$ cat src/rtl/lemon_wb_pkg.sv
// lemon_wb_pkg: shared definitions for the LemonPC writeback stage.
//   - wb_state_e : writeback FSM states
//   - LB..LWU    : RV64 load funct3 encodings
//   - BEAT_BYTES : bytes per data-memory beat
//   - load_misaligned(): size-alignment test used when WB_MISALIGN_CHECK_EN is defined
package lemon_wb_pkg;

  typedef enum logic [1:0] {
    IDLE = 2'd0,
    REQ  = 2'd1,
    WAIT = 2'd2,
    WB   = 2'd3
  } wb_state_e;

  localparam logic [2:0] LB  = 3'b000;
  localparam logic [2:0] LH  = 3'b001;
  localparam logic [2:0] LW  = 3'b010;
  localparam logic [2:0] LD  = 3'b011;
  localparam logic [2:0] LBU = 3'b100;
  localparam logic [2:0] LHU = 3'b101;
  localparam logic [2:0] LWU = 3'b110;

  localparam int unsigned BEAT_BYTES = 8;

  // funct3 111 is handled as LD, so it needs full 8-byte alignment.
  function automatic logic load_misaligned(input logic [2:0] funct3, input logic [2:0] off);
    case (funct3)
      LB, LBU:  load_misaligned = 1'b0;
      LH, LHU:  load_misaligned = off[0];
      LW, LWU:  load_misaligned = |off[1:0];
      default:  load_misaligned = |off;
    endcase
  endfunction

endpackage

$ cat src/rtl/writeback_unit_load_extract.sv
// load_extract: combinational byte alignment and sign/zero extension of a
// 64-bit memory beat.
//   data   : read beat
//   off    : byte offset of the load address within the beat
//   funct3 : RV64 load type
//   value  : extended result for the register file
// Bytes shifted past the top of the beat read as zero before extension.
module load_extract
  import lemon_wb_pkg::*;
(
  input  logic [63:0] data,
  input  logic [2:0]  off,
  input  logic [2:0]  funct3,
  output logic [63:0] value
);

  logic [63:0] s;

  always_comb begin
    s = data >> {off, 3'b000};
    case (funct3)
      LB:      value = {{56{s[7]}},  s[7:0]};
      LH:      value = {{48{s[15]}}, s[15:0]};
      LW:      value = {{32{s[31]}}, s[31:0]};
      LBU:     value = {56'd0, s[7:0]};
      LHU:     value = {48'd0, s[15:0]};
      LWU:     value = {32'd0, s[31:0]};
      default: value = s;
    endcase
  end

endmodule

$ cat src/rtl/writeback_unit.sv
// writeback_unit: final LemonPC pipeline stage driving the register file write
// port. Non-load results retire one per cycle; loads issue a single aligned
// 64-bit read, wait for the response, extract and write back.
// Ports:
//   clk, rst                : clock, synchronous active-high reset
//   in_valid/in_ready       : execute-result handshake (ready only in IDLE)
//   in_rd/in_wen/in_is_load/in_funct3/in_result : execute result
//   mem_req_valid/ready/addr: data-memory read request (8-byte aligned)
//   mem_resp_valid/data     : data-memory read response
//   rd/wen/dataD            : register file write port (registered)
//   misalign                : one-cycle misaligned-load pulse
//   busy                    : FSM not in IDLE
// Build option: define WB_MISALIGN_CHECK_EN to reject loads that are not
// size-aligned (no request, misalign pulse, no write). Otherwise misalign is 0.
module writeback_unit
  import lemon_wb_pkg::*;
#(
  parameter int unsigned ADDR_WIDTH = 5,
  parameter int unsigned DATA_WIDTH = 64
) (
  input  logic                  clk,
  input  logic                  rst,
  input  logic                  in_valid,
  output logic                  in_ready,
  input  logic [ADDR_WIDTH-1:0] in_rd,
  input  logic                  in_wen,
  input  logic                  in_is_load,
  input  logic [2:0]            in_funct3,
  input  logic [DATA_WIDTH-1:0] in_result,
  output logic                  mem_req_valid,
  input  logic                  mem_req_ready,
  output logic [DATA_WIDTH-1:0] mem_req_addr,
  input  logic                  mem_resp_valid,
  input  logic [DATA_WIDTH-1:0] mem_resp_data,
  output logic [ADDR_WIDTH-1:0] rd,
  output logic                  wen,
  output logic [DATA_WIDTH-1:0] dataD,
  output logic                  misalign,
  output logic                  busy
);

  wb_state_e             state_q, state_d;
  logic [ADDR_WIDTH-1:0] rd_q, rd_d;
  logic                  wen_q, wen_d;
  logic [DATA_WIDTH-1:0] data_q, data_d;
  logic                  misalign_q, misalign_d;
  logic                  req_valid_q, req_valid_d;
  logic [DATA_WIDTH-1:0] req_addr_q, req_addr_d;
  logic                  lwen_q, lwen_d;
  logic [2:0]            funct3_q, funct3_d;
  logic [2:0]            off_q, off_d;
  logic [DATA_WIDTH-1:0] load_value;
  logic                  accept;
  logic                  reject_load;

  load_extract u_extract (
    .data   (mem_resp_data),
    .off    (off_q),
    .funct3 (funct3_q),
    .value  (load_value)
  );

  assign accept = in_valid && (state_q == IDLE);

`ifdef WB_MISALIGN_CHECK_EN
  assign reject_load = load_misaligned(in_funct3, in_result[2:0]);
`else
  assign reject_load = 1'b0;
`endif

  // State and output registers
  always_ff @(posedge clk) begin
    if (rst) begin
      state_q     <= IDLE;
      rd_q        <= '0;
      wen_q       <= 1'b0;
      data_q      <= '0;
      misalign_q  <= 1'b0;
      req_valid_q <= 1'b0;
      req_addr_q  <= '0;
      lwen_q      <= 1'b0;
      funct3_q    <= '0;
      off_q       <= '0;
    end else begin
      state_q     <= state_d;
      rd_q        <= rd_d;
      wen_q       <= wen_d;
      data_q      <= data_d;
      misalign_q  <= misalign_d;
      req_valid_q <= req_valid_d;
      req_addr_q  <= req_addr_d;
      lwen_q      <= lwen_d;
      funct3_q    <= funct3_d;
      off_q       <= off_d;
    end
  end

  // Next-state logic
  always_comb begin
    state_d = state_q;
    case (state_q)
      IDLE: if (accept && in_is_load && !reject_load) state_d = REQ;
      REQ:  if (mem_req_ready) state_d = WAIT;
      WAIT: if (mem_resp_valid) state_d = WB;
      WB:   state_d = IDLE;
      default: state_d = IDLE;
    endcase
  end

  // Output / datapath logic. The load write enable is computed on the response
  // cycle so that the registered wen is high while the FSM sits in WB.
  always_comb begin
    rd_d        = rd_q;
    wen_d       = 1'b0;
    data_d      = data_q;
    misalign_d  = 1'b0;
    req_valid_d = req_valid_q;
    req_addr_d  = req_addr_q;
    lwen_d      = lwen_q;
    funct3_d    = funct3_q;
    off_d       = off_q;
    case (state_q)
      IDLE: begin
        if (accept) begin
          if (!in_is_load) begin
            rd_d   = in_rd;
            data_d = in_result;
            wen_d  = in_wen && (in_rd != '0);
          end else if (reject_load) begin
            misalign_d = 1'b1;
          end else begin
            rd_d        = in_rd;
            lwen_d      = in_wen;
            funct3_d    = in_funct3;
            off_d       = in_result[2:0];
            req_addr_d  = {in_result[DATA_WIDTH-1:3], 3'b000};
            req_valid_d = 1'b1;
          end
        end
      end
      REQ: begin
        if (mem_req_ready) req_valid_d = 1'b0;
      end
      WAIT: begin
        if (mem_resp_valid) begin
          data_d = load_value;
          wen_d  = lwen_q && (rd_q != '0);
        end
      end
      default: ;
    endcase
  end

  assign in_ready      = (state_q == IDLE);
  assign busy          = (state_q != IDLE);
  assign rd            = rd_q;
  assign wen           = wen_q;
  assign dataD         = data_q;
  assign misalign      = misalign_q;
  assign mem_req_valid = req_valid_q;
  assign mem_req_addr  = req_addr_q;

endmodule

$ cat config.mk
export PLATFORM = sky130hd
export DESIGN_NAME = writeback_unit
export DESIGN_NICKNAME = d
export VERILOG_FILES = /design/src/rtl/lemon_wb_pkg.sv /design/src/rtl/writeback_unit_load_extract.sv /design/src/rtl/writeback_unit.sv
export SDC_FILE = /design/constraint.sdc
export NUM_CORES = 1
export LEC_CHECK = 0
export CORE_AREA = 3 3 92 182
export DETAILED_ROUTE_END_ITERATION = 10
export DIE_AREA = 0 0 95 185
export PLACE_DENSITY = 0.86
export SETUP_SLACK_MARGIN = 0.3
export SLEW_MARGIN = 5
export SYNTH_ARGS = -nofsm -noshare
export SYNTH_HDL_FRONTEND = slang
export SYNTH_SLANG_ARGS = --single-unit
$ cat constraint.sdc
create_clock -name clk -period 4.8 [get_ports clk]
set_input_delay 0.48 -clock clk [delete_from_list [all_inputs] [get_ports clk]]
set_output_delay 0.48 -clock clk [all_outputs]
set_load 0.01 [all_outputs]
-- Word level (Yosys, flattened, before mapping)
Index checks and enable logic that the tools add are counted.
- add/sub/neg operators: 0
- $mul: 0
- divide/modulo/power cells: 0
- $lt $le $gt $ge: 0
- eq/ne operators: 14
- shift operators: 1
- muxes and demuxes: 17
- bitwise gates (word level): 0
- reduce and logical (&&, ||, !) cells: 16
- operators by type and width (cell ; count):
    $pmux W64 S6 ; 1
    $mux W64 ; 3
    $pmux W64 S2 ; 1
    $shr A64 B6 Y64 ; 1
    $reduce_bool A5 Y1 ; 2
    $eq A3 B3 Y1 const B ; 3
    $pmux W2 S4 ; 1
    $reduce_and A4 Y1 ; 2
    $mux W1 ; 6
    $mux W2 ; 3
    $ne A2 B1 Y1 const B ; 3
    $ne A2 B2 Y1 const B ; 3
    $reduce_and A3 Y1 ; 2
    $reduce_bool A2 Y1 ; 3
    $eq A2 B2 Y1 const B ; 2
    $logic_and A1 B1 Y1 ; 4
    $pmux W1 S2 ; 2
    $eq A3 B1 Y1 const B ; 1
    $eq A3 B2 Y1 const B ; 1
    $logic_not A3 Y1 ; 1
    $eq A2 B1 Y1 const B ; 1
    $logic_not A2 Y1 ; 1
    $reduce_and A2 Y1 ; 1
- register bits: 141
- bits in latches: 0
- RAM bits: 0
- memory bits (read-only): 0
- input bits: 143
- logic and storage cells: 57
- memories kept: 0

-- Longest topological paths before layout
Gate-level depths: netlist of the first run.
- word-level depth: 5
- depth in mapped cells: 10
- depth with buffers taken out: 7

-- Modules after synthesis
A second synthesis of the first run with hierarchy kept.
- cells, all modules: 1001
- area total of the unflattened synthesis: 8460.6 um2
- by module, submodules not included (module ; instances ; cells each ; area each (um2) ; sequential area each (um2)):
    writeback_unit ; 1 ; 708 ; 6122.1 ; 2822.7
    load_extract ; 1 ; 293 ; 2338.5 ; 0.0

-- Worst setup path after synthesis of the first run
OpenSTA, ideal clock, no wires.
- kind: reg-to-reg
- start: register state_q[0]
- end: register req_valid_q (netlist: mem_req_valid)
- data arrival time: 1.884 ns
- data required time: 4.672 ns
- setup slack: 2.788 ns
- cell stages (with the launch flop): 10
- path buffers: 3
- period minus slack after synthesis: 2.012 ns
- path through: dfxtp_1 -> inv_1 -> ha_1 -> clkbuf_1 -> and3_1 -> clkbuf_1 -> clkbuf_1 -> o21ai_0 -> a21oi_1 -> nor2_1
- longest elaborated chain between the ends: 4
- RTL lines (element ; line ; text):
    start, declared ; writeback_unit.sv:42 ; wb_state_e state_q, state_d;
    start signal, assigned ; writeback_unit.sv:85 ; state_q <= state_d;
    $logic_not A2 Y1 (*) ; - ;
    named net in_ready ; writeback_unit.sv:24 ; output logic in_ready,
    $logic_and A1 B1 Y1 ; writeback_unit.sv:63 ; assign accept = in_valid && (state_q == IDLE);
    $ne A2 B1 Y1 (no line) ; - ;
    $reduce_and A4 Y1 (no line) ; - ;
    end signal, assigned ; writeback_unit.sv:90 ; req_valid_q <= req_valid_d;
    end, declared ; writeback_unit.sv:47 ; logic req_valid_q, req_valid_d;
Mark *: on every way through the listed nets, which the timed path passes. The rest lies on a longest branch.
A chain may end at the register's enable or synchronous reset.

-- Worst setup path after layout of the first run
- start: register off_q[1]
- end: register data_q[57] (netlist: dataD[57])
- longest elaborated chain between the ends: 4
- RTL lines (element ; line ; text):
    start, declared ; writeback_unit.sv:51 ; logic [2:0] off_q, off_d;
    start signal, assigned ; writeback_unit.sv:83 ; off_q <= '0;
    start signal, assigned ; writeback_unit.sv:94 ; off_q <= off_d;
    $shr A64 B6 Y64 ; writeback_unit_load_extract.sv:20 ; s = data >> {off, 3'b000};
    $pmux W64 S6 ; writeback_unit_load_extract.sv:21 ; case (funct3)
    $mux W64 ; writeback_unit.sv:145 ; if (mem_resp_valid) begin
    $pmux W64 S2 ; writeback_unit.sv:122 ; case (state_q)
    end signal, assigned ; writeback_unit.sv:88 ; data_q <= data_d;
    end, declared ; writeback_unit.sv:45 ; logic [DATA_WIDTH-1:0] data_q, data_d;
No other way between the ends. The select of a mux whose other input is x is not followed.

==> report_table.html, run 1 <==
<table>
<tr><th>Metric</th><th>Value</th></tr>
<tr><th colspan="2">Global routing</th></tr>
<tr><td>Aggregate global-route resource usage</td><td>between 30% and 40%</td></tr>
<tr><td>Number of global-route vias before repair</td><td>just under 8000</td></tr>
<tr><td>Number of antenna violations at the first check in global routing</td><td>0</td></tr>
<tr><td>Gr ovfl total</td><td>0</td></tr>
<tr><td>First-pass GRT wire length</td><td>42350 microns</td></tr>
<tr><td>Maximum number of pins on one net before global-route repair</td><td>72</td></tr>
<tr><th colspan="2">Worst setup path</th></tr>
<tr><td>Crit Path Class</td><td>reg -&gt; reg</td></tr>
<tr><td>Critical path endpoint category</td><td>flop</td></tr>
<tr><td>Maximum fanout along the worst path</td><td>43</td></tr>
<tr><td>Cell-by-cell trace of the critical path</td><td>buf_4, mux2i_1, a2bb2oi_1, nand4_1, o311a_4, a221oi_2</td></tr>
<tr><td>Cell at the slowest stage of the critical path</td><td>sky130_fd_sc_hd__nand4_1</td></tr>
<tr><td>Required time of the critical path</td><td>between 5 and 6 ns</td></tr>
<tr><td>Slack of the worst reg-to-reg path</td><td>about 1.4 ns</td></tr>
<tr><td>Launching instance or port of the critical path</td><td>off_q[1]</td></tr>
<tr><td>Reg2Reg Launch Point</td><td>off_q[1]</td></tr>
<tr><td>Capture point of the worst reg-to-reg path</td><td>dataD[57]</td></tr>
<tr><td>Path depth of the worst reg2reg path</td><td>6</td></tr>
<tr><td>CP peak stage delay</td><td>roughly 0.68 ns</td></tr>
<tr><td>Type of element launching the critical path</td><td>flop</td></tr>
<tr><td>Data arrival time of the critical path</td><td>between 3 and 4 ns</td></tr>
<tr><th colspan="2">Synthesis</th></tr>
<tr><td>Largest family of logic cells by synthesized area</td><td>compound AO/OA/AOI/OAI gates</td></tr>
<tr><td>Adder-cell share of the synthesized area</td><td>less than 1%</td></tr>
<tr><td>Mean post-synth cell area</td><td>roughly 8.6 sq um</td></tr>
<tr><td>Number of warning messages in the yosys log</td><td>0</td></tr>
<tr><td>Yosys reg bits</td><td>141</td></tr>
<tr><td>Compound-gate portion of the synthesized area</td><td>between 20% and 30%</td></tr>
<tr><td>Share of cell area taken by muxes after synthesis</td><td>between 10% and 20%</td></tr>
<tr><td>Post-Syn Area</td><td>between 7000 and 8000 sq um</td></tr>
<tr><td>Number of different library cells in the post-synthesis netlist</td><td>between 50 and 60</td></tr>
<tr><td>Register area share after synthesis</td><td>a little under two fifths</td></tr>
<tr><td>EDFF count, synth</td><td>0</td></tr>
<tr><td>Area share of xor/xnor cells in the synthesized design</td><td>0%</td></tr>
<tr><td>Async set-reset flop share out of synthesis</td><td>0%</td></tr>
<tr><td>Number of cells produced by synthesis</td><td>a little under 900</td></tr>
<tr><td>Dominant register cell in the synthesized netlist</td><td>sky130_fd_sc_hd__dfxtp_1</td></tr>
<tr><td>Post-Synth Simple-Gate Area</td><td>between 10% and 20%</td></tr>
<tr><th colspan="2">Hold path</th></tr>
<tr><td>Worst hold start</td><td>mem_req_addr[17]</td></tr>
<tr><td>Hold Path Sink</td><td>mem_req_addr[17]</td></tr>
<tr><td>Min-Delay Path Depth</td><td>2</td></tr>
<tr><td>Class of the tightest hold or removal check</td><td>reg -&gt; reg</td></tr>
<tr><th colspan="2">STA</th></tr>
<tr><td>Setup-failing EPs final</td><td>0</td></tr>
<tr><td>Relative max-transition margin</td><td>20.76%</td></tr>
<tr><td>Final cycle utilization of the critical path</td><td>just over 70%</td></tr>
<tr><td>Minimum clock period after layout</td><td>~3.4 ns</td></tr>
<tr><td>Worst Hold Slack</td><td>~0.45 ns</td></tr>
<tr><td>Fmax achieved</td><td>295.5 MHz</td></tr>
<tr><td>Aggregate negative setup slack</td><td>0 ns</td></tr>
<tr><td>Setup repair after global routing missed its margin</td><td>no</td></tr>
<tr><td>Final Hold Fails</td><td>0</td></tr>
<tr><td>Final worst clock skew</td><td>between 0.01 and 0.015 ns</td></tr>
<tr><td>Worst Tran Pin Value</td><td>~1.2 ns</td></tr>
<tr><td>Final-report max-slew violation count</td><td>0</td></tr>
<tr><th colspan="2">Routing</th></tr>
<tr><td>Initial DRC Count</td><td>~570</td></tr>
<tr><td>Number of iterations in the first detailed-routing pass</td><td>6</td></tr>
<tr><td>Number of remaining DRC errors</td><td>0</td></tr>
<tr><td>Total wire length after detailed routing</td><td>approximately 28000 microns</td></tr>
<tr><td>Vias after detailed routing</td><td>7724</td></tr>
<tr><td>Detail-routed via count per cell</td><td>slightly below 6</td></tr>
<tr><td>Average routed wire per standard cell</td><td>about 21 microns</td></tr>
<tr><td>Count of nets left with antenna violations after detail routing</td><td>0</td></tr>
<tr><th colspan="2">Finish</th></tr>
<tr><td>Number of non-filler instances in the completed layout</td><td>around 1300</td></tr>
<tr><td>Utilization after layout</td><td>approximately 70%</td></tr>
<tr><td>Sequential cell area</td><td>roughly 2800 sq um</td></tr>
<tr><td>Number of inserted diodes</td><td>0</td></tr>
<tr><td>Most used cells in the layout excluding fill and tap cells</td><td>sky130_fd_sc_hd__clkdlybuf4s50_1 (275), sky130_fd_sc_hd__nand2_1 (183), sky130_fd_sc_hd__dfxtp_1 (139)</td></tr>
<tr><td>Filler Cell Count</td><td>approximately 1200</td></tr>
<tr><td>Synth-to-Final Area Change</td><td>42.87%</td></tr>
<tr><td>Most frequent standard cell in the layout excluding fill and tap cells</td><td>sky130_fd_sc_hd__clkdlybuf4s50_1</td></tr>
<tr><td>Share of layout cells above drive strength 1</td><td>9.498%</td></tr>
<tr><td>Multi-input combinational cell area</td><td>approximately 4300 sq um</td></tr>
<tr><td>Nets@finish</td><td>between 1000 and 1500</td></tr>
<tr><td>Area of all placed cells without fillers</td><td>approximately 11000 sq um</td></tr>
<tr><th colspan="2">Floorplanning</th></tr>
<tr><td>Row Count</td><td>64</td></tr>
<tr><td>Die footprint</td><td>17580 sq um</td></tr>
<tr><td>I/O pin cnt</td><td>roughly 280</td></tr>
<tr><td>Core Area</td><td>approximately 15000 sq um</td></tr>
<tr><td>Vert. Die Dim</td><td>~190 microns</td></tr>
<tr><td>Die boundary width</td><td>roughly 95 microns</td></tr>
<tr><td>Effective utilization at floorplan</td><td>between 40% and 50%</td></tr>
<tr><th colspan="2">Clock tree</th></tr>
<tr><td>Setup fix buffers added after clock tree synthesis</td><td>0</td></tr>
<tr><td>Largest buffer count on any clock path</td><td>2</td></tr>
<tr><td>Clk pin slew, worst setup/hold paths</td><td>about 0.060 ns</td></tr>
<tr><td>TritonCTS clock tree</td><td>done</td></tr>
<tr><td>Insertion delay to the later sink of the worst-skew pair</td><td>roughly 0.44 ns</td></tr>
<tr><td>Sink Count</td><td>roughly 140</td></tr>
<tr><td>Post_cts resized</td><td>0</td></tr>
<tr><td>Count of hold buffers inserted by post-cts repair</td><td>0</td></tr>
<tr><td>TritonCTS buffer count</td><td>17</td></tr>
<tr><td>Number of H-tree branching levels</td><td>4</td></tr>
<tr><td>Root Buffer Master</td><td>sky130_fd_sc_hd__clkbuf_16</td></tr>
<tr><th colspan="2">Placed design</th></tr>
<tr><td>Port buffer count</td><td>276</td></tr>
<tr><td>Number of placed cells counting well taps</td><td>around 1300</td></tr>
<tr><td>Area of placed instances</td><td>around 10000 sq um</td></tr>
<tr><td>DP HPWL</td><td>~21000 microns</td></tr>
<tr><td>RD Place Congestion</td><td>just under 1</td></tr>
<tr><th colspan="2">Power</th></tr>
<tr><td>Power density over the cells</td><td>~520 nW/um^2</td></tr>
<tr><td>Maximum ir drop on the vdd rail</td><td>around 0.00038 V</td></tr>
<tr><td>Leakage Power</td><td>3.655 nW</td></tr>
<tr><th colspan="2">Run status</th></tr>
<tr><td>Status</td><td>finished, final reports clean</td></tr>
<tr><th colspan="2">Run</th></tr>
<tr><td>Number of max-capacitance violations reported</td><td>0</td></tr>
</table>
logic make-up (layout without fill, tap and decap cells):
logic type / Yosys count / after routing
compound gates: 279 / 279
mux: 85 / 85
buf+inv: 88 / 320
fa+ha+maj: 4 / 4
flops: 141 / 141
simple gates: 283 / 283
other cells: 1 / 4
routing by layer:
layer | wire length, microns | GRT usage (%)
met5 | 0 | 0
met4 | 1909 | 21.28
met2 | 14580 | 56.31
met3 | 1725 | 7.114
met1 | 9584 | 32.37
metrics by stage:
step | power (mW) | worst slack, ns
6_report | 5.588 | 1.415
5_1_grt | 5.873 | 1.143
4_1_cts | 5.593 | 1.453
3_5_place_dp | 4.366 | 1.459
3_3_place_gp | 4.302 | 1.505
2_1_floorplan | 3.227 | 2.788
worst max-delay path, delay by kind of cell (launching register included):
kind | cells | cell delay (ns)
flip-flops | 1 | 0.61
AO/OA/AOI/OAI | 3 | 1.13
buffers and inverters | 1 | 0.62
AND/OR/NAND/NOR | 1 | 0.68
multiplexers | 1 | 0.20
sequential cells by signal, indices dropped and copies added, names as in the netlist:
| signal | cells |
|---|---|
| mem_req_valid | 1 |
| funct3_q | 3 |
| dataD | 64 |
| state_q | 2 |
| rd | 5 |
| mem_req_addr | 61 |
| lwen_q | 1 |
| off_q | 3 |
| wen | 1 |
final cells by class:
cell class	count	share of cell area [%]
clock buffer	17	3.950
clock inverter	15	1.046
inverter	4	0.1394
multi-input combinational	655	40.15
sequential	141	26.23
tap	198	2.300
timing repair buffer	284	26.18
Yosys cell counts, drive strengths merged, types with 11 or more instances:
| cell type | instances | share of area [%] |
|---|---|---|
| a311oi | 16 | 1.9 |
| buf | 29 | 2.6 |
| mux2 | 11 | 1.6 |
| dfxtp | 141 | 37 |
| nand2b | 11 | 0.91 |
| a221oi | 32 | 6.1 |
| mux2i | 60 | 8.0 |
| a22oi | 31 | 3.1 |
| nand2 | 183 | 9.1 |
| o21ai | 50 | 3.3 |
| clkbuf | 55 | 2.8 |
| a21oi | 89 | 5.9 |
| nor2 | 58 | 2.9 |
| mux4 | 14 | 4.2 |
| a211oi | 13 | 1.4 |
| a21o | 16 | 1.6 |
power by group:
part,switching (mW),leakage [nW],internal (mW)
clock network,0.557,0.249,0.664
logic,1.43,2.25,1.20
registers,0.234,1.15,1.50
total,2.22,3.66,3.37
worst max path at each step:
stage | to | slack, ns
6_report | dataD[57] | 1.42
5_1_grt | dataD[32] | 1.14
4_1_cts | dataD[33] | 1.45
3_5_place_dp | dataD[33] | 1.46
3_3_place_gp | dataD[32] | 1.50
2_1_floorplan | mem_req_valid | 2.79
No activity file was read; power rests on OpenSTA's default activity.
==> run 2: changes to the inputs <==
- CORE_AREA: 3 3 92 182 -> 3 3 96 190
- DIE_AREA: 0 0 95 185 -> 0 0 99 193
- PLACE_DENSITY: 0.86 -> 0.8
- clock period: 4.8 -> 3.5 ns (I/O delays scaled with it)
==> report_table.html, run 2 (same netlist as run 1, synthesis figures left out) <==
<table>
<tr><th>Metric</th><th>Value</th></tr>
<tr><th colspan="2">Global routing</th></tr>
<tr><td>Aggregate global-route resource usage</td><td>28.58% (-3.2 points)</td></tr>
<tr><td>Number of global-route vias before repair</td><td>7558 (-3.8%)</td></tr>
<tr><td>Maximum number of pins on one net before global-route repair</td><td>74 (+2.8%)</td></tr>
<tr><td>Number of antenna violations at the first check in global routing</td><td>1 (+1)</td></tr>
<tr><td>Gr ovfl total</td><td>0 (unchanged)</td></tr>
<tr><td>First-pass GRT wire length</td><td>42170 microns (-0.43%)</td></tr>
<tr><th colspan="2">Power</th></tr>
<tr><td>Maximum ir drop on the vdd rail</td><td>0.0003981 V (+4.6%)</td></tr>
<tr><td>Power density over the cells</td><td>728.1 nW/um^2 (+40%)</td></tr>
<tr><td>Leakage Power</td><td>3.731 nW (+2.1%)</td></tr>
<tr><th colspan="2">Routing</th></tr>
<tr><td>Initial DRC Count</td><td>494 (-13%)</td></tr>
<tr><td>Number of remaining DRC errors</td><td>0 (unchanged)</td></tr>
<tr><td>Detail-routed via count per cell</td><td>5.851 (-0.46%)</td></tr>
<tr><td>Number of iterations in the first detailed-routing pass</td><td>5 (-1)</td></tr>
<tr><td>Average routed wire per standard cell</td><td>21.14 microns (about the same)</td></tr>
<tr><td>Count of nets left with antenna violations after detail routing</td><td>0 (unchanged)</td></tr>
<tr><td>Vias after detailed routing</td><td>7794 (+0.91%)</td></tr>
<tr><td>Total wire length after detailed routing</td><td>28150 microns (+1.3%)</td></tr>
<tr><th colspan="2">Placed design</th></tr>
<tr><td>RD Place Congestion</td><td>0.9467 (-3.1%)</td></tr>
<tr><td>Port buffer count</td><td>276 (unchanged)</td></tr>
<tr><td>Area of placed instances</td><td>10320 sq um (+0.82%)</td></tr>
<tr><td>DP HPWL</td><td>20920 microns (+0.32%)</td></tr>
<tr><th colspan="2">STA</th></tr>
<tr><td>Aggregate negative setup slack</td><td>0 ns (unchanged)</td></tr>
<tr><td>Minimum clock period after layout</td><td>2.732 ns (-0.6525 ns)</td></tr>
<tr><td>Final cycle utilization of the critical path</td><td>78.06% (+7.5 points)</td></tr>
<tr><td>Final-report max-slew violation count</td><td>0 (unchanged)</td></tr>
<tr><td>Fmax achieved</td><td>366.0 MHz (+24%)</td></tr>
<tr><td>Worst Tran Pin Value</td><td>0.8684 ns (-0.3202 ns)</td></tr>
<tr><td>Final Hold Fails</td><td>0 (unchanged)</td></tr>
<tr><td>Relative max-transition margin</td><td>42.11% (+21 points)</td></tr>
<tr><td>Setup repair after global routing missed its margin</td><td>no</td></tr>
<tr><td>Final worst clock skew</td><td>0.005820 ns (-0.004935 ns)</td></tr>
<tr><td>Setup-failing EPs final</td><td>0 (unchanged)</td></tr>
<tr><th colspan="2">Hold path</th></tr>
<tr><td>Class of the tightest hold or removal check</td><td>reg -&gt; reg</td></tr>
<tr><td>Min-Delay Path Depth</td><td>2 (unchanged)</td></tr>
<tr><th colspan="2">Clock tree</th></tr>
<tr><td>Largest buffer count on any clock path</td><td>2 (unchanged)</td></tr>
<tr><td>Insertion delay to the later sink of the worst-skew pair</td><td>0.43 ns (about the same)</td></tr>
<tr><td>Sink Count</td><td>141 (unchanged)</td></tr>
<tr><td>Clk pin slew, worst setup/hold paths</td><td>0.07 ns (about the same)</td></tr>
<tr><td>Count of hold buffers inserted by post-cts repair</td><td>0 (unchanged)</td></tr>
<tr><td>TritonCTS clock tree</td><td>done</td></tr>
<tr><td>Number of H-tree branching levels</td><td>4 (unchanged)</td></tr>
<tr><td>Setup fix buffers added after clock tree synthesis</td><td>0 (unchanged)</td></tr>
<tr><td>Root Buffer Master</td><td>sky130_fd_sc_hd__clkbuf_16</td></tr>
<tr><td>TritonCTS buffer count</td><td>17 (unchanged)</td></tr>
<tr><td>Post_cts resized</td><td>0 (unchanged)</td></tr>
<tr><th colspan="2">Finish</th></tr>
<tr><td>Most used cells in the layout excluding fill and tap cells</td><td>sky130_fd_sc_hd__clkdlybuf4s50_1 (275), sky130_fd_sc_hd__nand2_1 (183), sky130_fd_sc_hd__dfxtp_1 (139)</td></tr>
<tr><td>Synth-to-Final Area Change</td><td>45.00%</td></tr>
<tr><td>Most frequent standard cell in the layout excluding fill and tap cells</td><td>sky130_fd_sc_hd__clkdlybuf4s50_1</td></tr>
<tr><td>Max FFs per register</td><td>64 (unchanged)</td></tr>
<tr><td>Area of all placed cells without fillers</td><td>10930 sq um (+1.5%)</td></tr>
<tr><td>Nets@finish</td><td>1258 (+0.64%)</td></tr>
<tr><td>Filler Cell Count</td><td>1407 (+14%)</td></tr>
<tr><td>Share of layout cells above drive strength 1</td><td>10.14% (+0.64 points)</td></tr>
<tr><th colspan="2">Worst setup path</th></tr>
<tr><td>Path depth of the worst reg2reg path</td><td>7 (+1)</td></tr>
<tr><td>Maximum fanout along the worst path</td><td>73 (+70%)</td></tr>
<tr><td>Data arrival time of the critical path</td><td>3.01 ns (-0.72 ns)</td></tr>
<tr><td>Critical path endpoint category</td><td>flop</td></tr>
<tr><td>Crit Path Class</td><td>reg -&gt; reg</td></tr>
<tr><td>Required time of the critical path</td><td>3.78 ns (-1.36 ns)</td></tr>
<tr><td>Type of element launching the critical path</td><td>flop</td></tr>
<tr><th colspan="2">Floorplanning</th></tr>
<tr><td>Vert. Die Dim</td><td>193 microns (+4.3%)</td></tr>
<tr><td>Core Area</td><td>16850 sq um (+9.0%)</td></tr>
<tr><td>Effective utilization at floorplan</td><td>44.74% (-4.0 points)</td></tr>
<tr><td>Die footprint</td><td>19110 sq um (+8.7%)</td></tr>
<tr><td>I/O pin cnt</td><td>281 (unchanged)</td></tr>
<tr><td>Row Count</td><td>67 (+4.7%)</td></tr>
<tr><td>Die boundary width</td><td>99 microns (+4.2%)</td></tr>
<tr><th colspan="2">Run</th></tr>
<tr><td>Number of max-capacitance violations reported</td><td>0 (unchanged)</td></tr>
<tr><th colspan="2">Run status</th></tr>
<tr><td>Status</td><td>finished, final reports clean</td></tr>
</table>
[run 2: changes by cell type in the layout (fill, tap and decap cells not counted)]
cell                        change
sky130_fd_sc_hd__inv_6          -1
sky130_fd_sc_hd__inv_8          +1
sky130_fd_sc_hd__clkinv_2       -2
sky130_fd_sc_hd__diode_2        +1
sky130_fd_sc_hd__buf_4          +7
sky130_fd_sc_hd__buf_12         +1
sky130_fd_sc_hd__bufinv_16      +3
sky130_fd_sc_hd__clkinv_4       -1
[run 2: critical path, cell delays in order, from the launching register on]
cell and delay [ns]:
sky130_fd_sc_hd__dfxtp_1 0.33, sky130_fd_sc_hd__inv_1 0.11, sky130_fd_sc_hd__ha_2 0.21, sky130_fd_sc_hd__buf_4 0.58, sky130_fd_sc_hd__o41a_1 0.27, sky130_fd_sc_hd__buf_4 0.28
sky130_fd_sc_hd__o311a_4 0.60, sky130_fd_sc_hd__a221oi_1 0.17
[run 2: cell type report]
class	count	area, sq um	share of cell area [%]
antenna	1	2.502	0.02289
clock buffer	17	425.4	3.892
clock inverter	15	186.4	1.706
inverter	4	15.01	0.1374
multi-input combinational	655	4324	39.56
sequential	141	2825	25.85
tap	207	259.0	2.369
timing repair buffer	292	2893	26.47
[run 2: stage by stage]
step / setup WS [ns] / power [mW] / util, % / std cells / hold slack, ns
finish: 0.7680 / 7.958 / 64.87 / 1332 / 0.4527
global route: 0.6332 / 8.359 / 64.87 / 1332 / 0.4680
CTS: 0.8030 / 7.965 / 64.85 / 1331 / 0.4539
detailed placement: 0.6848 / 6.042 / 61.22 / 1299 / 0.4395
global placement: 0.8202 / 5.952 / 61.22 / 1299 / 0.4340
floorplan: 1.488 / 4.426 / - / 884 / 0.4366
[run 2: layer usage]
layer / share of wire, % / GRT usage [%] / wire length [microns] / up-vias
met3: 6.4 / 6.446 / 1801 / 86
li1: - / - / - / 3634
met2: 52 / 50.93 / 14640 / 345
met5: 0 / 0 / 0 / -
met4: 6.4 / 17.89 / 1793 / 0
met1: 35 / 30.01 / 9921 / 3729
[run 2: final timing paths]
path | start | end | slack [ns]
setup reg to reg | state_q[0] | dataD[32] | 0.77
hold reg to reg | mem_req_addr[61] | mem_req_addr[61] | 0.45
hold / removal | mem_req_addr[61] | mem_req_addr[61] | 0.45
setup / recovery | state_q[0] | dataD[32] | 0.77
[run 2: where the power goes]
group          switching, mW  internal [mW]  total (mW)
clock                  0.776           1.13        1.91
combinational           2.00           1.68        3.69
sequential             0.306           2.06        2.36
==> run 3: changes to the inputs <==
- CORE_AREA: 3 3 96 190 -> 3 3 100 198
- DIE_AREA: 0 0 99 193 -> 0 0 103 201
- PLACE_DENSITY: 0.8 -> 0.77
- clock period: 3.5 -> 2.45 ns (I/O delays scaled with it)
==> report_table.html, run 3 (same netlist as run 1, synthesis figures left out) <==
<table>
<tr><th>Metric</th><th>Value</th></tr>
<tr><th colspan="2">Run</th></tr>
<tr><td>Number of max-capacitance violations reported</td><td>0 (unchanged)</td></tr>
<tr><th colspan="2">Clock tree</th></tr>
<tr><td>Count of hold buffers inserted by post-cts repair</td><td>0 (unchanged)</td></tr>
<tr><td>Number of H-tree branching levels</td><td>4 (unchanged)</td></tr>
<tr><td>Root Buffer Master</td><td>sky130_fd_sc_hd__clkbuf_16</td></tr>
<tr><td>Clk pin slew, worst setup/hold paths</td><td>0.06 ns (about the same)</td></tr>
<tr><td>Insertion delay to the later sink of the worst-skew pair</td><td>0.43 ns (about the same)</td></tr>
<tr><td>TritonCTS clock tree</td><td>done</td></tr>
<tr><td>TritonCTS buffer count</td><td>17 (unchanged)</td></tr>
<tr><td>Largest buffer count on any clock path</td><td>2 (unchanged)</td></tr>
<tr><td>Sink Count</td><td>141 (unchanged)</td></tr>
<tr><th colspan="2">Global routing</th></tr>
<tr><td>Maximum number of pins on one net before global-route repair</td><td>72 (-2.7%)</td></tr>
<tr><td>Number of global-route vias before repair</td><td>7763 (+2.7%)</td></tr>
<tr><td>Aggregate global-route resource usage</td><td>28.10% (-0.49 points)</td></tr>
<tr><td>Number of antenna violations at the first check in global routing</td><td>3 (+2)</td></tr>
<tr><td>Met3 usage in global routing</td><td>4.417% (-2.0 points)</td></tr>
<tr><td>Global-route met2 utilization</td><td>48.71% (-2.2 points)</td></tr>
<tr><td>First-pass GRT wire length</td><td>44380 microns (+5.3%)</td></tr>
<tr><td>GRT busiest layer</td><td>met2</td></tr>
<tr><td>Met1 track demand over resource</td><td>30.45% (+0.43 points)</td></tr>
<tr><td>Gr ovfl total</td><td>0 (unchanged)</td></tr>
<tr><th colspan="2">Worst setup path</th></tr>
<tr><td>Slack of the worst reg-to-reg path</td><td>0.32 ns (-0.45 ns)</td></tr>
<tr><td>CP peak stage delay</td><td>0.47 ns (-0.13 ns)</td></tr>
<tr><td>Maximum fanout along the worst path</td><td>6 (-92%)</td></tr>
<tr><td>Cell-by-cell trace of the critical path</td><td>buf_6, mux2_2, o22ai_1, o41a_1, o311a_4, buf_12, buf_12, a221oi_4</td></tr>
<tr><td>Type of element launching the critical path</td><td>flop</td></tr>
<tr><td>CP dominant cell by count</td><td>sky130_fd_sc_hd__buf_12</td></tr>
<tr><td>Crit Path Class</td><td>reg -&gt; reg</td></tr>
<tr><td>Data arrival time of the critical path</td><td>2.46 ns (-0.55 ns)</td></tr>
<tr><td>Cell family with the largest share of critical-path delay</td><td>compound AO/OA/AOI/OAI gates</td></tr>
<tr><td>Cell at the slowest stage of the critical path</td><td>sky130_fd_sc_hd__o41a_1</td></tr>
<tr><td>Critical path endpoint category</td><td>flop</td></tr>
<tr><td>Bufs and invs on worst path</td><td>3 (unchanged)</td></tr>
<tr><td>Required time of the critical path</td><td>2.78 ns (-1.00 ns)</td></tr>
<tr><th colspan="2">Placed design</th></tr>
<tr><td>Worst Setup Slack post-DPL</td><td>0.07733 ns (-0.6075 ns)</td></tr>
<tr><td>DP HPWL</td><td>22420 microns (+7.1%)</td></tr>
<tr><td>Port buffer count</td><td>276 (unchanged)</td></tr>
<tr><td>RD Place Congestion</td><td>0.9414 (-0.56%)</td></tr>
<tr><td>Area of placed instances</td><td>10570 sq um (+2.5%)</td></tr>
<tr><th colspan="2">Floorplanning</th></tr>
<tr><td>I/O pin cnt</td><td>281 (unchanged)</td></tr>
<tr><td>Core Area</td><td>18390 sq um (+9.2%)</td></tr>
<tr><td>Vert. Die Dim</td><td>201 microns (+4.1%)</td></tr>
<tr><td>Die boundary width</td><td>103 microns (+4.0%)</td></tr>
<tr><td>Row Count</td><td>70 (+4.5%)</td></tr>
<tr><td>Die footprint</td><td>20700 sq um (+8.4%)</td></tr>
<tr><td>Effective utilization at floorplan</td><td>40.99% (-3.8 points)</td></tr>
<tr><th colspan="2">Routing</th></tr>
<tr><td>Number of remaining DRC errors</td><td>0 (unchanged)</td></tr>
<tr><td>Initial DRC Count</td><td>371 (-25%)</td></tr>
<tr><td>Average routed wire per standard cell</td><td>22.04 microns (+4.3%)</td></tr>
<tr><td>Count of nets left with antenna violations after detail routing</td><td>0 (unchanged)</td></tr>
<tr><td>Total wire length after detailed routing</td><td>30370 microns (+7.9%)</td></tr>
<tr><td>Number of iterations in the first detailed-routing pass</td><td>5 (unchanged)</td></tr>
<tr><td>Vias after detailed routing</td><td>7930 (+1.7%)</td></tr>
<tr><td>Detail-routed via count per cell</td><td>5.755 (-1.7%)</td></tr>
<tr><th colspan="2">STA</th></tr>
<tr><td>Final cycle utilization of the critical path</td><td>87.04% (+9.0 points)</td></tr>
<tr><td>Final Hold Fails</td><td>0 (unchanged)</td></tr>
<tr><td>Setup-failing EPs final</td><td>0 (unchanged)</td></tr>
<tr><td>Setup repair after global routing missed its margin</td><td>yes</td></tr>
<tr><td>Relative max-transition margin</td><td>50.29% (+8.2 points)</td></tr>
<tr><td>Final-report max-slew violation count</td><td>0 (unchanged)</td></tr>
<tr><td>Minimum clock period after layout</td><td>2.133 ns (-0.5994 ns)</td></tr>
<tr><td>Final worst clock skew</td><td>0.01155 ns (+0.005733 ns)</td></tr>
<tr><td>Worst Tran Pin Value</td><td>0.7457 ns (-0.1227 ns)</td></tr>
<tr><td>Aggregate negative setup slack</td><td>0 ns (unchanged)</td></tr>
<tr><td>Final worst setup slack</td><td>0.3174 ns (-0.4506 ns)</td></tr>
<tr><td>Fmax achieved</td><td>468.9 MHz (+28%)</td></tr>
<tr><th colspan="2">Power</th></tr>
<tr><td>Switching power of the nets</td><td>4.700 mW (+52%)</td></tr>
<tr><td>Portion of total power attributed to combinational logic</td><td>50.5% (+4.2 points)</td></tr>
<tr><td>Cell-internal power</td><td>7.412 mW (+52%)</td></tr>
<tr><td>Maximum ir drop on the vdd rail</td><td>0.0006160 V (+55%)</td></tr>
<tr><td>Switching share of total power</td><td>38.80% (about the same)</td></tr>
<tr><td>Part of the power in registers</td><td>28.0% (-1.7 points)</td></tr>
<tr><td>Leakage Power</td><td>4.000 nW (+7.2%)</td></tr>
<tr><td>Power density over the cells</td><td>1058 nW/um^2 (+45%)</td></tr>
<tr><td>Part of the power in the clock network</td><td>21.6% (-2.4 points)</td></tr>
<tr><th colspan="2">Finish</th></tr>
<tr><td>Most used cells in the layout excluding fill and tap cells</td><td>sky130_fd_sc_hd__clkdlybuf4s50_1 (274), sky130_fd_sc_hd__nand2_1 (183), sky130_fd_sc_hd__dfxtp_1 (137)</td></tr>
<tr><td>Filler Cell Count</td><td>1607 (+14%)</td></tr>
<tr><td>Multi-input combinational cell area</td><td>4367 sq um (+0.98%)</td></tr>
<tr><td>Nets@finish</td><td>1293 (+2.8%)</td></tr>
<tr><td>Synth-to-Final Area Change</td><td>51.87%</td></tr>
<tr><td>Most frequent standard cell in the layout excluding fill and tap cells</td><td>sky130_fd_sc_hd__clkdlybuf4s50_1</td></tr>
<tr><td>Sequential cell area</td><td>2833 sq um (+0.27%)</td></tr>
<tr><td>Share of layout cells above drive strength 1</td><td>13.46% (+3.3 points)</td></tr>
<tr><td>Utilization after layout</td><td>62.24% (-2.6 points)</td></tr>
<tr><td>Max FFs per register</td><td>64 (unchanged)</td></tr>
<tr><td>Area of all placed cells without fillers</td><td>11450 sq um (+4.7%)</td></tr>
<tr><th colspan="2">Run status</th></tr>
<tr><td>Status</td><td>finished, final reports clean</td></tr>
<tr><th colspan="2">Hold path</th></tr>
<tr><td>Class of the tightest hold or removal check</td><td>in -&gt; reg</td></tr>
</table>
run 3: worst paths after layout:
| kind | start | end | depth (start not counted) |
|---|---|---|---|
| min reg2reg | mem_req_addr[59] | mem_req_addr[59] | 2 |
| max | off_q[1] | dataD[60] | 8 |
| max reg2reg | off_q[1] | dataD[60] | 8 |
| min | rst | mem_req_addr[8] | 2 |
run 3: power groups by stage:
stage	logic [mW]	registers, mW	clock network [mW]
after floorplan	2.72	3.60	0
after global placement	5.44	3.40	0
after detailed placement	5.52	3.42	0
after CTS	5.57	3.38	2.63
after global routing	6.52	3.45	2.72
final	6.11	3.39	2.61
run 3: area by class of cell:
type | count | area share (%)
antenna | 3 | 0.06557
multi-input combinational | 655 | 38.14
sequential | 141 | 24.74
clock buffer | 19 | 3.869
timing repair buffer | 327 | 29.46
clock inverter | 13 | 1.224
tap | 216 | 2.361
inverter | 4 | 0.1311
run 3: metrics by stage:
stage                     std cells  power [mW]  hold WS, ns
after detailed placement       1329       8.942       0.4405
final                          1378       12.11      0.07888
after CTS                      1361       11.58      0.06247
after global placement         1329       8.840       0.4368
after global routing           1378       12.69      0.09524
after floorplan                 884       6.323       0.3810
run 3: routing by layer:
metal | vias up | routed length (microns)
met1 | 3767 | 10460
met3 | 91 | 1797
met5 | - | 0
met2 | 364 | 16050
met4 | 0 | 2065
li1 | 3708 | -
run 3: repair_timing:
| action | in CTS | in global routing |
|---|---|---|
| endpoints found under the setup margin | 21 | 27 |
| pin swaps | 1 | 6 |
| resized for setup | 5 | 20 |
| setup buffers | 0 | 10 |
| gates cloned | 0 | 4 |
run 3: worst register-to-register path, stage by stage, from the launching register on:
cell and delay, ns:
sky130_fd_sc_hd__dfxtp_4 0.37, sky130_fd_sc_hd__buf_6 0.14, sky130_fd_sc_hd__mux2_2 0.24, sky130_fd_sc_hd__o22ai_1 0.09, sky130_fd_sc_hd__o41a_1 0.47, sky130_fd_sc_hd__o311a_4 0.15, sky130_fd_sc_hd__buf_12 0.15, sky130_fd_sc_hd__buf_12 0.14
sky130_fd_sc_hd__a221oi_4 0.29
